### src/rtl/dma_hold_responder_if.sv
`default_nettype none
// +------------------------------------------------------------------------+
// | Module      : dma_hold_responder_if                                    |
// | Description : HRQ/HLDA bus-hold handshake bundle between the DMA       |
// |               controller side and the processor-side hold responder.   |
// | Ports       : HRQ, cpu_cycle_active, cpu_lock, cpu_req  (to responder) |
// |               HLDA, cpu_bus_en, hold_active,                           |
// |               hold_cycles[15:0], grant_count[7:0]  (from responder)    |
// |               slave  modport : responder view                          |
// |               master modport : requester / bench view                  |
// | Revision    : 1.0  initial release                                     |
// +------------------------------------------------------------------------+
interface dma_hold_responder_if;
  logic        HRQ;
  logic        cpu_cycle_active;
  logic        cpu_lock;
  logic        cpu_req;
  logic        HLDA;
  logic        cpu_bus_en;
  logic        hold_active;
  logic [15:0] hold_cycles;
  logic [7:0]  grant_count;

  modport slave (
    input  HRQ,
    input  cpu_cycle_active,
    input  cpu_lock,
    input  cpu_req,
    output HLDA,
    output cpu_bus_en,
    output hold_active,
    output hold_cycles,
    output grant_count
  );

  modport master (
    output HRQ,
    output cpu_cycle_active,
    output cpu_lock,
    output cpu_req,
    input  HLDA,
    input  cpu_bus_en,
    input  hold_active,
    input  hold_cycles,
    input  grant_count
  );
endinterface
`default_nettype wire

### src/rtl/dma_hold_responder.sv
`default_nettype none
// +------------------------------------------------------------------------+
// | Module      : dma_hold_responder                                       |
// | Description : Processor-side responder for the HRQ/HLDA bus-hold       |
// |               handshake. Lets the running CPU cycle / locked sequence  |
// |               finish, floats the CPU drivers for one turnaround cycle, |
// |               asserts HLDA while HRQ stays high, then returns the bus  |
// |               with an optional minimum CPU tenure (MIN_GAP).           |
// | Ports       : CLK          clock, rising edge                          |
// |               RESET        synchronous active-high reset               |
// |               hold_bus     slave modport of dma_hold_responder_if      |
// | Parameters  : MIN_GAP      CPU tenure after release, 1..15             |
// | Revision    : 1.0  initial release                                     |
// +------------------------------------------------------------------------+
module dma_hold_responder #(
  parameter int MIN_GAP = 2
) (
  input  wire logic              CLK,
  input  wire logic              RESET,
  dma_hold_responder_if.slave    hold_bus
);

  // Reject out-of-range tenure at elaboration; the 4-bit gap counter
  // cannot represent anything beyond 15.
  if ((MIN_GAP < 1) || (MIN_GAP > 15)) begin : g_min_gap_check
    $error("dma_hold_responder: MIN_GAP must be in 1..15");
  end

  localparam logic [3:0] C_GAP_LOAD = 4'(MIN_GAP - 1);

  localparam logic [2:0] S_IDLE    = 3'd0;
  localparam logic [2:0] S_DRAIN   = 3'd1;
  localparam logic [2:0] S_FLOAT   = 3'd2;
  localparam logic [2:0] S_HOLD    = 3'd3;
  localparam logic [2:0] S_RELEASE = 3'd4;
  localparam logic [2:0] S_GAP     = 3'd5;

  logic [2:0]  state_q, state_d;
  logic [3:0]  gap_q, gap_d;
  logic        hlda_q, hlda_d;
  logic        bus_en_q, bus_en_d;
  logic [15:0] hold_cycles_q, hold_cycles_d;
  logic [7:0]  grant_count_q, grant_count_d;
  logic        w_grant_ok;
  logic        w_grant_edge;

  assign w_grant_ok   = ~hold_bus.cpu_cycle_active & ~hold_bus.cpu_lock;
  assign w_grant_edge = (state_q == S_FLOAT) && (state_d == S_HOLD);

  // State and registered outputs
  always_ff @(posedge CLK) begin
    if (RESET) begin
      state_q       <= S_IDLE;
      gap_q         <= 4'd0;
      hlda_q        <= 1'b0;
      bus_en_q      <= 1'b1;
      hold_cycles_q <= 16'd0;
      grant_count_q <= 8'd0;
    end else begin
      state_q       <= state_d;
      gap_q         <= gap_d;
      hlda_q        <= hlda_d;
      bus_en_q      <= bus_en_d;
      hold_cycles_q <= hold_cycles_d;
      grant_count_q <= grant_count_d;
    end
  end

  // Next-state logic
  always_comb begin
    state_d = state_q;
    gap_d   = gap_q;
    case (state_q)
      S_IDLE: begin
        if (hold_bus.HRQ) begin
          state_d = w_grant_ok ? S_FLOAT : S_DRAIN;
        end
      end
      S_DRAIN: begin
        if (!hold_bus.HRQ) begin
          state_d = S_IDLE;
        end else if (w_grant_ok) begin
          state_d = S_FLOAT;
        end
      end
      S_FLOAT: begin
        state_d = hold_bus.HRQ ? S_HOLD : S_RELEASE;
      end
      S_HOLD: begin
        if (!hold_bus.HRQ) begin
          state_d = S_RELEASE;
        end
      end
      S_RELEASE: begin
        if (hold_bus.cpu_req) begin
          state_d = S_GAP;
          gap_d   = C_GAP_LOAD;
        end else begin
          state_d = S_IDLE;
        end
      end
      S_GAP: begin
        // HRQ is deliberately ignored here to guarantee CPU tenure.
        if (gap_q == 4'd0) begin
          state_d = S_IDLE;
        end else begin
          gap_d = gap_q - 4'd1;
        end
      end
      default: begin
        state_d = S_IDLE;
      end
    endcase
  end

  // Output logic. HLDA and cpu_bus_en are decoded from the next state so
  // they change on the same edge as the state register; since no state
  // drives both, they can never be high together.
  always_comb begin
    hlda_d        = (state_d == S_HOLD);
    bus_en_d      = (state_d == S_IDLE) || (state_d == S_DRAIN) ||
                    (state_d == S_GAP);
    hold_cycles_d = hold_cycles_q;
    grant_count_d = grant_count_q;
    if (w_grant_edge) begin
      hold_cycles_d = 16'd1;
      grant_count_d = grant_count_q + 8'd1;
    end else if ((state_q == S_HOLD) && (state_d == S_HOLD) &&
                 (hold_cycles_q != 16'hFFFF)) begin
      hold_cycles_d = hold_cycles_q + 16'd1;
    end
  end

  assign hold_bus.HLDA        = hlda_q;
  assign hold_bus.cpu_bus_en  = bus_en_q;
  assign hold_bus.hold_active = (state_q == S_FLOAT) || (state_q == S_HOLD) ||
                                (state_q == S_RELEASE);
  assign hold_bus.hold_cycles = hold_cycles_q;
  assign hold_bus.grant_count = grant_count_q;

endmodule
`default_nettype wire

### src/flat_wrapper.sv
// flat-port wrapper written by rule: the top's interface ports become plain ports
module dma_hold_responder_flat 
#(
  parameter int MIN_GAP = 2
)
  (CLK, RESET, hold_bus_HRQ, hold_bus_cpu_cycle_active, hold_bus_cpu_lock, hold_bus_cpu_req, hold_bus_HLDA, hold_bus_cpu_bus_en, hold_bus_hold_active, hold_bus_hold_cycles, hold_bus_grant_count);
  dma_hold_responder_if hold_bus_i ();
  input  wire logic CLK;
  input  wire logic RESET;
  input wire logic [$bits(hold_bus_i.HRQ)-1:0] hold_bus_HRQ;
  input wire logic [$bits(hold_bus_i.cpu_cycle_active)-1:0] hold_bus_cpu_cycle_active;
  input wire logic [$bits(hold_bus_i.cpu_lock)-1:0] hold_bus_cpu_lock;
  input wire logic [$bits(hold_bus_i.cpu_req)-1:0] hold_bus_cpu_req;
  output wire logic [$bits(hold_bus_i.HLDA)-1:0] hold_bus_HLDA;
  output wire logic [$bits(hold_bus_i.cpu_bus_en)-1:0] hold_bus_cpu_bus_en;
  output wire logic [$bits(hold_bus_i.hold_active)-1:0] hold_bus_hold_active;
  output wire logic [$bits(hold_bus_i.hold_cycles)-1:0] hold_bus_hold_cycles;
  output wire logic [$bits(hold_bus_i.grant_count)-1:0] hold_bus_grant_count;
  assign hold_bus_i.HRQ = hold_bus_HRQ;
  assign hold_bus_i.cpu_cycle_active = hold_bus_cpu_cycle_active;
  assign hold_bus_i.cpu_lock = hold_bus_cpu_lock;
  assign hold_bus_i.cpu_req = hold_bus_cpu_req;
  assign hold_bus_HLDA = hold_bus_i.HLDA;
  assign hold_bus_cpu_bus_en = hold_bus_i.cpu_bus_en;
  assign hold_bus_hold_active = hold_bus_i.hold_active;
  assign hold_bus_hold_cycles = hold_bus_i.hold_cycles;
  assign hold_bus_grant_count = hold_bus_i.grant_count;
  dma_hold_responder #(.MIN_GAP(MIN_GAP)) u_core (.CLK(CLK), .RESET(RESET), .hold_bus(hold_bus_i));
endmodule
### config.mk
export PLATFORM = sky130hd
export DESIGN_NAME = dma_hold_responder_flat
export DESIGN_NICKNAME = d
export VERILOG_FILES = /design/src/rtl/dma_hold_responder_if.sv /design/src/rtl/dma_hold_responder.sv /design/src/flat_wrapper.sv
export SDC_FILE = /design/constraint.sdc
export NUM_CORES = 1
export LEC_CHECK = 0
export CAP_MARGIN = 15
export CORE_UTILIZATION = 51
export CTS_CLUSTER_DIAMETER = 30
export DETAILED_ROUTE_END_ITERATION = 6
export PLACE_DENSITY_LB_ADDON = 0.05
export SYNTH_ARGS = -nofsm -noshare
export SYNTH_HDL_FRONTEND = slang
export SYNTH_SLANG_ARGS = --single-unit
### constraint.sdc
create_clock -name CLK -period 2.47 [get_ports CLK]
set_input_delay 0.247 -clock CLK [delete_from_list [all_inputs] [get_ports CLK]]
set_output_delay 0.247 -clock CLK [all_outputs]
set_load 0.05 [all_outputs]
== Yosys cells after proc, flatten, opt, wreduce, memory -nomap -nowiden ==
Cells that the tools add are included.

* Bitwise gates (word level): 3
* Reduce and logical (&&, ||, !) cells: 14
* Mux-type cells: 14
* Add/subtract/negate cells: 3
* Eq/ne operators: 11

{| class="wikitable"
|+ Operators by type and width
! kind !! count
|-
| $mux W3 || 7
|-
| $pmux W3 S6 || 1
|-
| $add A16 B1 Y16 const B || 1
|-
| $ne A16 B16 Y1 const B || 1
|-
| $eq A3 B2 Y1 const B || 3
|-
| $eq A3 B3 Y1 const B || 3
|-
| $add A8 B1 Y8 const B || 1
|-
| $mux W4 || 2
|-
| $pmux W4 S2 || 1
|-
| $eq A3 B1 Y1 const B || 2
|-
| $logic_not A3 Y1 || 2
|-
| $logic_not A4 Y1 || 1
|-
| $logic_or A1 B1 Y1 || 4
|-
| $ne A2 B2 Y1 const B || 2
|-
| $reduce_bool A2 Y1 || 2
|-
| $sub A4 B1 Y4 const B || 1
|-
| $logic_and A1 B1 Y1 || 3
|-
| $reduce_and A3 Y1 || 1
|-
| $mux W1 || 2
|-
| $mux W2 || 1
|-
| $not A1 Y1 || 2
|-
| $reduce_or A2 Y1 || 1
|-
| $and A1 B1 Y1 || 1
|}

* Input bits: 6
* Bits in registers: 33
* Word-level logic and storage cells: 52

== Depth between registers and ports, before layout ==
Gate-level depths: netlist of run 1.

* Depth after elaboration: 10
* Gate-level depth with buffers: 6

== Worst setup path before layout of run 1 ==
No wires, ideal clock.

* Path type: register to register
* Start point: register u_core.hold_cycles_q[0], in the netlist u_core.hold_bus.hold_cycles[0]
* End point: register u_core.hold_cycles_q[12], in the netlist u_core.hold_bus.hold_cycles[12]
* Setup slack: 255 ps
* Required time: 2400 ps
* Setup time: 70 ps
* Data arrival time: 2144 ps
* Stages on the path, launching flop included: 7
* Path buffers: 1
* Cell sequence: dfxtp_1 ha_1 nand2_1 or3_1 buf_2 or4_1 a21oi_1

* Word-level cells in the longest chain between the ends: 2
* Elaborated cells on any way between the ends: 3
* Classes of those cells: add/sub: 1; eq/ne: 1; reduce/logical: 1

{| class="wikitable"
|+ RTL lines
! what !! RTL line !! source
|-
| from (decl) || dma_hold_responder.sv:42 || <nowiki>logic [15:0] hold_cycles_q, hold_cycles_d;</nowiki>
|-
| from (signal assigned) || dma_hold_responder.sv:64 || <nowiki>hold_cycles_q <= hold_cycles_d;</nowiki>
|-
| parallel branches: the longest is 2 deep, another holds $add A16 B1 Y16 || - ||
|}

Parallel ways; which one is timed is not known.
A chain may end at the register's enable or synchronous reset.

== Worst setup path after layout of run 1 ==
* Start point: register u_core.state_q[1]
* End point: output port hold_bus_hold_active

* Word-level cells in the longest chain between the ends: 3
* Elaborated cells on any way between the ends: 5
* Classes of those cells: eq/ne: 3; reduce/logical: 2

{| class="wikitable"
|+ RTL lines
! what !! RTL line !! source
|-
| from (decl) || dma_hold_responder.sv:38 || <nowiki>logic [2:0] state_q, state_d;</nowiki>
|-
| from (signal assigned) || dma_hold_responder.sv:60 || <nowiki>state_q <= state_d;</nowiki>
|-
| $eq A3 B2 Y1 || dma_hold_responder.sv:136 || <nowiki>assign hold_bus.hold_active = (state_q == S_FLOAT) || (state_q == S_HOLD) ||</nowiki>
|-
| $logic_or A1 B1 Y1 || dma_hold_responder.sv:136 ||
|-
| $logic_or A1 B1 Y1 (*) || dma_hold_responder.sv:136 ||
|-
| to (decl) || flat_wrapper.sv:16 || <nowiki>output wire logic [$bits(hold_bus_i.hold_active)-1:0] hold_bus_hold_active;</nowiki>
|}

Every way passes the cells marked *; elsewhere a longest branch is shown, timed or not.

==> results of run 1 <==
==> stage by stage <==
stage	total power, uW	std cells	hold WS [ns]	setup WS [ns]	area [sq um]
after floorplan	588	192	0.440	0.255	1650
after global placement	607	262	0.459	0.274	2010
after detailed placement	609	262	0.464	0.208	2010
after CTS	1110	270	0.478	0.188	2110
after global routing	1140	270	0.498	0.0811	2110
final	1100	270	0.474	0.209	2110
==> final cells by class <==
class | instances | area, sq um | share of cell area [%]
flip-flops and latches | 33 | 661 | 31.3
inverters | 7 | 26.3 | 1.25
multi-input cells | 142 | 915 | 43.4
well taps | 44 | 55.1 | 2.61
clock inverters | 3 | 65.1 | 3.08
clock buffers | 5 | 37.5 | 1.78
repair buffers | 36 | 350 | 16.6
==> worst min path at each step <==
stage | cells after the start | endpoint | startpoint
floorplan | 2 | u_core.state_q[0] | hold_bus_cpu_cycle_active
finish | 2 | u_core.gap_q[1] | u_core.gap_q[1]
CTS | 2 | u_core.gap_q[1] | u_core.gap_q[1]
global route | 2 | u_core.gap_q[1] | u_core.gap_q[1]
detailed placement | 2 | u_core.gap_q[1] | u_core.gap_q[1]
global placement | 2 | u_core.gap_q[1] | u_core.gap_q[1]
==> registers in the layout, indices dropped and copies added, names as in the netlist <==
register                     flops
u_core.gap_q                     4
u_core.hold_bus.HLDA             1
u_core.hold_bus.cpu_bus_en       1
u_core.state_q                   3
u_core.hold_bus.hold_cycles     16
u_core.hold_bus.grant_count      8
==> per-layer routing <==
metal	wire [um]	share of wire [%]	up-vias
li1	-	-	786
met1	1580	46	710
met2	1630	48	44
met3	158	4.6	6
met4	55	1.6	0
met5	0	0	-
==> critical path: cells and delay by family (launching register included) <==
| kind | cells | cell delay [ns] |
|---|---|---|
| AO/OA/AOI/OAI | 1 | 0.18 |
| flip-flops | 1 | 0.58 |
| buffers and inverters | 2 | 0.92 |
==> cells in the mapped netlist (3+ instances only) <==
cell type	count	share of area, %
or3_1	11	4.2
nand4_1	6	2.3
nand3_1	9	2.7
dfxtp_1	33	40
clkbuf_1	4	0.91
nor3b_1	3	1.4
o21ai_0	6	1.8
inv_1	7	1.6
or4_1	11	5.0
nor2_1	14	3.2
nand2_1	13	3.0
and2_1	3	1.1
ha_1	4	3.0
buf_2	4	1.2
a21oi_1	19	5.8
o31ai_1	11	5.0
xor2_1	5	2.7
==> report_power, final <==
part / internal, uW / total [uW] / leakage (uW) / switching, uW
registers: 536 / 543 / 0.000266 / 6.98
logic: 23.0 / 53.5 / 0.000408 / 30.5
clock network: 313 / 503 / 0.0000552 / 190
==> cells by family (layout without fill, tap and decap cells) <==
kind of cell    count (synthesis)  in the layout  synth area share, %
fa+ha+maj                       4              4                 3.04
compound gates                 44             44                 16.9
flops                          33             33                 40.1
simple gates                   86             86                 31.2
xor+xnor                        6              6                 3.19
buf+inv                        17             51                 4.40
mux                             2              2                 1.21
==> impl_metrics.toml, run 1 <==
[status]
status = "finished clean"

[global_routing]
grt.met2_usage_pct = 37.2
use_met1_pct = 27.8
grt_pass1_vias = 1360
met3_usage_pct = 6.81
gr-max-usage-layer = "met2"
grt_use_total_pct = 22.7
grt_max_degree = 16
grt_overflow = 0
grt_antenna_before_repair = 0
grt_pass1_wl_um = 5940

[sta]
final.min_clock_period_ns = 2.26
rsz0062_at_grt = "no"
finalHoldViolations = 0
fmax_mhz = 442
max_slew_margin_pct = 65.9
setup-tns-final_ns = 0
clock_skew_ns = 0.0120
final-setup-viol-count = 0
fin_crit_sh_pct = 91.5
report.final.slew_viol_count = 0
worstMarginPinSlew_ns = 0.510

[worst_setup_path]
worstRegToRegCells = 4
cpPeakStageDelay_ns = 0.82
path_max_fanout = 12
r2r-end = "u_core.hold_bus.hold_cycles[14]"
endpoint_kind = "output pin"
crit_slowest_cell = "clkdlybuf4s50_1"
worstSetupEndpoint = "hold_bus_hold_active"
rrSetupSlack_ns = 0.45
crit_type = "register to output pin"
r2r_start = "u_core.state_q[1]"
startpoint_type = "register"
startpoint = "u_core.state_q[1]"
cp_cell_sequence = "inv_1 -> o21ai_0 -> clkdlybuf4s50_1"
worstPathArrival_ns = 2.01
cp_data_required_time_ns = 2.22

[cells_and_area]
fin_nets = 235
final_core_util_pct = 69.1
layout-drive-gt1-share_pct = 7.08
fillers = 266
layout_commonest_cell = "dfxtp_1"
diodes = 0
final_cell_mix = "33 x dfxtp_1, 32 x clkdlybuf4s50_1, 19 x a21oi_1, 14 x nor2_1, 13 x nand2_1"
area_delta_synth_final_pct = 28.0

[logic_synthesis]
ys_seq_area_share_pct = 40.1
syn_area_sq_mm = 0.00165
ys_ff_latch = 33
yosys_warnings = 0
synth.avg_cell_area_sq_um = 8.58
synth_edf_count = 0
synthFlopType = "dfxtp_1"
yosysUniqueCellTypes = 40
syn_nets = 202
synth_cells = 192
synthArstFlopShare_pct = 0

[die]
placementRows = 20
core_area_sq_mm = 0.00305
die_w_um = 58.8
ioPinCount = 33
die_h_um = 58.8
initial_utilization_pct = 54.0
die_area_sq_mm = 0.00346

[placed_design]
io_buffers = 32
hpwl_um = 2450
gp_congestion = 0.842

[detailed_routing]
wire_per_inst_um = 12.7
via_count = 1546
drtPass1Iterations = 4
viasPerCell = 5.73
drtAntennaViolNets = 0
drcViolationCount = 0
drt_wl_total_um = 3420
initialDrtViolationCount = 77

[power_and_ir_drop]
power.density_mw_per_mm2 = 521
peakVddDrop_v = 0.000326
p_leak_uw = 0.000730

[cts]
cts_buffers = 5
cts-resized-gates = 0
holdBufCountCts = 0
cts_tree = "done"
h-tree-depth = 2
cts-root-buf = "clkbuf_4"
cts.path.max_buffers = 2
clkTransAtPathRegs_ns = 0.10
cts_sinks = 33
worstSkewPairLatency_ns = 0.34
cts_setup_buffers = 0

[min_path]
hold_class = "register to register"

[flow_run]
max_cap_viol_count = 0
(Power assumes the default switching activity.)
==> run 2: changes to the inputs <==
--- a/config.mk
+++ b/config.mk
@@ -7,7 +7,6 @@
 export LEC_CHECK = 0
 export CAP_MARGIN = 15
 export CORE_UTILIZATION = 51
-export CTS_CLUSTER_DIAMETER = 30
 export DETAILED_ROUTE_END_ITERATION = 6
 export PLACE_DENSITY_LB_ADDON = 0.05
 export SYNTH_ARGS = -nofsm -noshare
==> results of run 2 <==
Same layout as run 1: the final DEF is identical, and so are final timing and power.
